[src/rtl/mode_encoder.sv]
// mode_encoder: re-encodes ALU opcodes (mode_a) into panel mode codes (mode_d) through a valid/ready FIFO.
// Define MODE_ENCODER_STATS_EN to add the saturating op_count push counter port.
module mode_encoder #(
  parameter int DEPTH = 4,
  parameter int CNT_W = 3
) (
  input  logic             clk,
  input  logic             rst_n,
  input  logic             s_valid,
  output logic             s_ready,
  input  logic [3:0]       s_mode_a,
  output logic             m_valid,
  input  logic             m_ready,
  output logic [3:0]       m_mode_d,
  output logic             m_is_logic,
`ifdef MODE_ENCODER_STATS_EN
  output logic [15:0]      op_count,
`endif
  output logic [CNT_W-1:0] level
);
  localparam int PW = $clog2(DEPTH);
  localparam logic [CNT_W-1:0] FULL = CNT_W'(DEPTH);
  logic [3:0]       r_mem [DEPTH];
  logic [PW-1:0]    r_wr_ptr;
  logic [PW-1:0]    r_rd_ptr;
  logic [CNT_W-1:0] r_level;
  logic [3:0]       r_last;
  logic [3:0]       w_enc;
  logic [3:0]       w_head;
  logic             w_push;
  logic             w_pop;
  always_comb begin
    w_enc = 4'b0000;
    case (s_mode_a)
      4'b1000: w_enc = 4'b0000;
      4'b1001: w_enc = 4'b0001;
      4'b0110: w_enc = 4'b0010;
      4'b0111: w_enc = 4'b0011;
      4'b1010: w_enc = 4'b0100;
      4'b1011: w_enc = 4'b0101;
      4'b1110: w_enc = 4'b0110;
      4'b1111: w_enc = 4'b0111;
      4'b1100: w_enc = 4'b1000;
      4'b1101: w_enc = 4'b1001;
      4'b0000: w_enc = 4'b1010;
      4'b0001: w_enc = 4'b1011;
      4'b0010: w_enc = 4'b1100;
      4'b0011: w_enc = 4'b1101;
      4'b0100: w_enc = 4'b1110;
      4'b0101: w_enc = 4'b1111;
      default: w_enc = 4'b0000;
    endcase
  end
  assign s_ready    = r_level != FULL;
  assign m_valid    = r_level != '0;
  assign w_push     = s_valid & s_ready;
  assign w_pop      = m_valid & m_ready;
  assign w_head     = r_mem[r_rd_ptr];
  // when empty the output keeps showing the last head seen
  assign m_mode_d   = m_valid ? w_head : r_last;
  assign m_is_logic = m_mode_d >= 4'b1010;
  assign level      = r_level;
  always_ff @(posedge clk) begin
    if (w_push) r_mem[r_wr_ptr] <= w_enc;
  end
  always_ff @(posedge clk or negedge rst_n) begin
    if (!rst_n) begin
      r_wr_ptr <= '0;
      r_rd_ptr <= '0;
      r_level  <= '0;
      r_last   <= 4'b0000;
    end else begin
      if (w_push) r_wr_ptr <= r_wr_ptr + PW'(1);
      if (w_pop) r_rd_ptr <= r_rd_ptr + PW'(1);
      if (m_valid) r_last <= w_head;
      r_level <= r_level + CNT_W'(w_push) - CNT_W'(w_pop);
    end
  end
`ifdef MODE_ENCODER_STATS_EN
  logic [15:0] r_op_count;
  always_ff @(posedge clk or negedge rst_n) begin
    if (!rst_n) r_op_count <= 16'h0000;
    else if (w_push && r_op_count != 16'hFFFF) r_op_count <= r_op_count + 16'd1;
  end
  assign op_count = r_op_count;
`endif
endmodule
[config.mk]
export PLATFORM = sky130hd
export DESIGN_NAME = mode_encoder
export DESIGN_NICKNAME = d
export VERILOG_FILES = /design/src/rtl/mode_encoder.sv
export SDC_FILE = /design/constraint.sdc
export NUM_CORES = 1
export LEC_CHECK = 0
export ABC_AREA = 1
export CELL_PAD_IN_SITES_DETAIL_PLACEMENT = 1
export CELL_PAD_IN_SITES_GLOBAL_PLACEMENT = 2
export CORE_ASPECT_RATIO = 0.8
export CORE_MARGIN = 3
export CORE_UTILIZATION = 34
export CTS_CLUSTER_DIAMETER = 60
export DETAILED_ROUTE_END_ITERATION = 10
export GPL_ROUTABILITY_DRIVEN = 0
export HOLD_SLACK_MARGIN = 0.08
export PLACE_DENSITY_LB_ADDON = 0.08
export SYNTH_ARGS = -nofsm -noshare
export SYNTH_HDL_FRONTEND = slang
export SYNTH_SLANG_ARGS = --single-unit
[constraint.sdc]
create_clock -name clk -period 2.6 [get_ports clk]
set_input_delay 0.78 -clock clk [delete_from_list [all_inputs] [get_ports clk]]
set_output_delay 0.78 -clock clk [all_outputs]
set_load 0.05 [all_outputs]
Yosys cells after proc, flatten, opt, wreduce, memory -nomap -nowiden
Memory sizes are Yosys's and may differ from the RTL's.
Cells that the tools add are included.
{"block": "classes", "shift": 0, "n_addsub": 4, "n_lt_le_gt_ge": 1, "muxes": 3, "reduce_logical": 1, "eq_ne": 1, "div": 0, "mul": 0, "bitwise_logic": 2}
{"cell": "$add A2 B1 Y2 const B", "n": 2}
{"cell": "$ge A4 B4 Y1 const B", "n": 1}
{"cell": "$mux W4", "n": 1}
{"cell": "$add A3 B1 Y3", "n": 1}
{"cell": "$ne A3 B3 Y1 const B", "n": 1}
{"cell": "$reduce_bool A3 Y1", "n": 1}
{"cell": "$sub A3 B1 Y3", "n": 1}
{"cell": "$and A1 B1 Y1", "n": 2}
{"cell": "$mux W1", "n": 2}
{"block": "word_totals", "mem_bits_rw": 16, "out_inout_bits": 10, "memories": 2, "register_bits": 11, "latchBits": 0, "word_cells": 18, "rom_bits": 64}
{"memory": "(name not given)", "depth": 16, "width": 4, "read_ports": 1, "rd_clocked_by_memory_dff": 0, "write_ports": 0, "line": "34", "text": "case (s_mode_a)"}
{"memory": "r_mem", "depth": 4, "width": 4, "read_ports": 1, "rd_clocked_by_memory_dff": 0, "write_ports": 1, "line": "23", "text": "logic [3:0] r_mem [DEPTH];"}

Depth between registers and ports, before layout
Gate-level depths: netlist of run 1.
{"block": "logic_depth", "word_depth": 4, "depth_mapped": 10}

Worst setup path before layout of run 1
OpenSTA, ideal clock, no wires.
{"block": "synth_timing", "path_type": "reg-to-output", "startpoint": "register r_level[1] (netlist: level[1])", "endpoint": "output port m_is_logic", "stages_incl_launch_ff": 6, "n_path_buf": 0, "slack_ns": -0.187, "arrival_time_ns": 2.007, "cell_sequence": "dfrtp_1 > nor2_4 > nand2_4 > or2_0 > nand2_1 > a21oi_1"}
{"block": "synth_between", "elab_chain_len": 3}
{"item": "start, declared", "line": "26", "text": "logic [CNT_W-1:0] r_level;"}
{"item": "start signal, assigned", "line": "76", "text": "r_level <= r_level + CNT_W'(w_push) - CNT_W'(w_pop);"}
{"item": "$reduce_bool A3 Y1", "line": "55", "text": "assign m_valid = r_level != '0;"}
{"item": "via m_valid", "line": "12", "text": "output logic m_valid,"}
{"item": "$mux W4"}
{"item": "$ge A4 B4 Y1", "line": "61", "text": "assign m_is_logic = m_mode_d >= 4'b1010;"}
{"item": "end, declared", "line": "15", "text": "output logic m_is_logic,"}
The timed path passes the listed nets, and every way through them passes these cells.

Final worst setup path of run 1
{"block": "layout_timing", "startpoint": "register r_rd_ptr[0]", "endpoint": "output port m_is_logic"}
{"block": "layout_between", "elab_chain_len": 3}
{"item": "start, declared", "line": "25", "text": "logic [PW-1:0] r_rd_ptr;"}
{"item": "start signal, assigned", "line": "74", "text": "if (w_pop) r_rd_ptr <= r_rd_ptr + PW'(1);"}
{"item": "$mem_v2 Z4 W4"}
{"item": "$mux W4"}
{"item": "$ge A4 B4 Y1", "line": "61"}
No other way between the ends.

==> results of run 1 <==
## stage by stage
stage	worst slack (ns)	area, um2	hold WS, ns
after global routing	0.0173	1640	0.644
after global placement	0.0615	1590	0.591
after floorplan	0.0898	1310	0.484
after detailed placement	0.0377	1590	0.597
after CTS	0.0905	1640	0.622
final	0.161	1640	0.614
## path summary, 6_finish.rpt
check	from	endpoint	slack [ns]	cells past startpoint
setup reg to reg	level[1]	level[2]	0.61	10
max in group asynchronous	rst_n	r_rd_ptr[1]	1.41	1
hold / removal	r_wr_ptr[1]	r_wr_ptr[1]	0.61	2
hold reg to reg	r_wr_ptr[1]	r_wr_ptr[1]	0.61	2
min in group asynchronous	rst_n	level[0]	0.84	1
setup / recovery	r_rd_ptr[0]	m_is_logic	0.16	8
## routing by layer
metal	wire length, um	global-route usage
met5	0	0
met4	11	0.0224
met3	87	0.0392
met2	1250	0.201
met1	1170	0.171
## cells in the mapped netlist (all sizes together)
cell type,number,share of area
edfxtp,16,0.37
nand3,7,0.027
nand2,22,0.077
ha,6,0.058
fa,1,0.015
dfrtp,11,0.21
a21oi,4,0.015
a31oi,1,0.0048
nor3b,1,0.0058
buf,1,0.0058
xnor2,2,0.013
nor2,13,0.056
xor2,3,0.026
inv,28,0.083
o21ai,4,0.018
or2,3,0.014
## cell type report
type,count,area (um2)
Inverter,28,108
Clock inverter,1,8.76
Sequential cell,27,756
Fill cell,392,1910
Tap cell,42,52.6
Timing Repair Buffer,19,230
Multi-Input combinational cell,67,440
Clock buffer,3,41.3
## critical path, stage by stage (launching register included)
cell and delay, ns:
dfrtp_1 0.48, buf_4 0.20, nand2_1 0.05, nand2_1 0.07
nand2_1 0.06, nand3_1 0.09, nand2_1 0.09, a21oi_2 0.18
buf_12 0.16
## flip-flops by register name, indices dropped and copies added (netlist names)
| name | flops |
|---|---|
| level | 3 |
| r_last | 4 |
| r_mem | 16 |
| r_rd_ptr | 2 |
| r_wr_ptr | 2 |
## cells by family (layout without fill, tap and decap cells)
family	Yosys count	count (layout)	synth area share
fa+ha+maj	7	7	0.0731
compound gates	9	9	0.0385
buf+inv	29	51	0.0885
xor+xnor	5	5	0.0394
simple gates	46	46	0.180
flops	27	27	0.581
==> impl_metrics.ini, run 1 <==
[clocking]
cts_buffers = 3
cts_tree = yes
cts_resized = 0
cts-hold-fix-buffers = 0
clockRootBuffer = clkbuf_8
cts_setup_buffers = 0
clkLatencyLatePin_ns = 0.28
cts.sinks = 27
cts.clk_slew.worst_paths_ns = 0.10
clockBufferDepth = 2
cts_max_level = 1

[synth]
ys_seq_area_frac = 0.581
yosysWarnings = 0
postSynthCellCount = 123
synth.distinct_cells = 25
ys_ff_latch = 27
syn-num-nets = 138
synth_area_um2 = 1300
postSynthAreaPerCell_um2 = 10.6

[worst_hold_path]
hold_class = flip-flop to flip-flop

[routing]
avgViaCountPerCell = 4.43
dr.pass1.iters = 4
wl_mm = 2.52
drc = 0
route.vias.total = 828
drt-initial-drc-count = 48
avgRoutedWirePerCell_um = 13.5
antenna_left = 0

[sta]
fin_skew_ns = 0.00435
rsz0062_at_grt = no
fin_crit_sh = 0.938
finalSetupTns_ns = 0
final-hold-violation-count = 0
setup_viol = 0
max_slew_margin = 0.649
worst_pin_slew_ns = 0.525
max_freq_mhz = 410
min_period_ns = 2.44
final_max_slew_viol_count = 0

[worst_setup_path]
start_kind = flip-flop
cp.required_ns = 1.82
arrival_ns = 1.66
crit_type = flip-flop to output port
crit_fanout = 6
crit_path_end_kind = output port

[floorplan]
fp.coreArea_um2 = 3540
die_height_um = 61.3
dieArea_um2 = 4610
die_w_um = 75.2
rows = 19
io_pins = 18
initial_core_util = 0.367

[global_route]
grt_pass1_wl_mm = 4.23
grt_pass1_vias = 869
track_usage = 0.125
grt_start_max_net_pins = 18
grt_remaining_overflow = 0
antenna_found_initial = 0

[layout]
finalNetCount = 161
syn_to_final_growth_pct = 25.8
final_cells = 187
drive_above_1_share = 0.172
antenna_cells = 0
mostFrequentLayoutCell = inv_1
utilization = 0.462
final_cell_mix = inv_1 (25), nand2_1 (19), edfxtp_1 (16), nor2_1 (11), dfrtp_1 (11)

[run]
maxCapViolations = 0

[run_status]
status = complete, no violations

[place]
dp.cells = 183
hpwlAfterDp_mm = 1.99
io_buffers = 17
Power of run 1 is left out: the tool's default activity adds up to more than one toggle a clock period on the data nets, which glitch-free logic cannot reach.
==> inputs of run 2 (changes only) <==
- HOLD_SLACK_MARGIN: 0.08 -> default
- MAX_ROUTING_LAYER: default -> met4
==> impl_metrics.ini, run 2 (synthesis results as in run 1) <==
[routing]
antenna_left = 0
dr.pass1.iters = 4
drt-initial-drc-count = 48
drc = 0
wl_mm = 2.52
route.vias.total = 828
avgViaCountPerCell = 4.43
avgRoutedWirePerCell_um = 13.5

[clocking]
cts_tree = yes
cts_buffers = 3
clockBufferDepth = 2
clkLatencyLatePin_ns = 0.28
cts.sinks = 27
cts-hold-fix-buffers = 0
cts_max_level = 1
clockRootBuffer = clkbuf_8
cts.clk_slew.worst_paths_ns = 0.10

[layout]
drive_above_1_share = 0.172
utilization = 0.462
final_cells = 187
postLayoutCellArea_um2 = 1640
final_cell_mix = inv_1 (25), nand2_1 (19), edfxtp_1 (16), nor2_1 (11), dfrtp_1 (11)
largest-register = r_mem
antenna_cells = 0
syn_to_final_growth_pct = 25.8
mostFrequentLayoutCell = inv_1
largest_reg_flops = 16
finalNetCount = 161

[place]
dp.cells = 183
hpwlAfterDp_mm = 1.99
placed_cell_area_um2 = 1590
io_buffers = 17

[worst_hold_path]
hold_class = flip-flop to flip-flop

[global_route]
grt_pass1_vias = 869
grt_start_max_net_pins = 18
antenna_found_initial = 0
grt_remaining_overflow = 0
track_usage = 0.129
grt_pass1_wl_mm = 4.23

[sta]
fin_skew_ns = 0.00435
fin_crit_sh = 0.938
max_slew_margin = 0.649
min_period_ns = 2.44
final_max_slew_viol_count = 0
max_freq_mhz = 410
finalSetupTns_ns = 0
worst_pin_slew_ns = 0.525
rsz0062_at_grt = no
final-hold-violation-count = 0
setup_viol = 0

[worst_setup_path]
cp.required_ns = 1.82
crit_top_cell = nand2_1
cp_top_family = flip-flops
arrival_ns = 1.66
crit_buf_inv = 2
crit_type = flip-flop to output port
crit_fanout = 6
crit_path_end_kind = output port
cp_slowest_cell = dfrtp_1
crit_path_max_incr_delay_ns = 0.48
start_kind = flip-flop
crit_chain = buf_4, nand2_1, nand2_1, nand2_1, nand3_1, nand2_1, a21oi_2, buf_12

[run_status]
status = complete, no violations

[floorplan]
die_w_um = 75.2
io_pins = 18
dieArea_um2 = 4610
rows = 19
initial_core_util = 0.367
fp.coreArea_um2 = 3540
die_height_um = 61.3

[run]
maxCapViolations = 0
run 2: cell counts in the layout (fill, tap and decap cells not counted):
No cell type changed its count.
run 2: layout make-up:
type,count,area [um2]
timing repair buffer,19,230
tap,42,52.6
sequential,27,756
inverter,28,108
multi-input combinational,67,440
clock inverter,1,8.76
clock buffer,3,41.3
fill,392,1910
run 2: repair_timing:
item                                    CTS  global route
endpoints found under the setup margin    0             1
gates resized for setup                   0             1
setup buffers                             0             0
endpoints found under the hold margin     0             0
run 2: routing by layer:
| metal | vias to the layer above | routed length, um | track usage |
|---|---|---|---|
| li1 | 423 | - | - |
| met1 | 392 | 1170 | 0.171 |
| met2 | 11 | 1250 | 0.201 |
| met3 | 2 | 87 | 0.0392 |
| met4 | 0 | 11 | 0.0224 |
| met5 | - | 0 | - |
run 2: final timing paths:
check | to | cells after the start | start | slack [ns]
setup / recovery | m_is_logic | 8 | r_rd_ptr[0] | 0.16
max in group asynchronous | r_rd_ptr[1] | 1 | rst_n | 1.41
hold / removal | r_wr_ptr[1] | 2 | r_wr_ptr[1] | 0.61
hold reg to reg | r_wr_ptr[1] | 2 | r_wr_ptr[1] | 0.61
min in group asynchronous | level[0] | 1 | rst_n | 0.84
setup reg to reg | level[2] | 10 | level[1] | 0.61
run 2: tightest hold or removal path: stages (launching register included):
cell and delay (ns):
dfrtp_1 0.41, inv_1 0.10, a21oi_1 0.07
run 2: metrics by stage:
stage | setup slack (ns) | hold WS (ns)
after detailed placement | 0.0377 | 0.597
after floorplan | 0.0898 | 0.484
after global placement | 0.0615 | 0.591
final | 0.160 | 0.614
after CTS | 0.0905 | 0.622
after global routing | 0.0172 | 0.644
Power of run 2 is left out for the same reason.
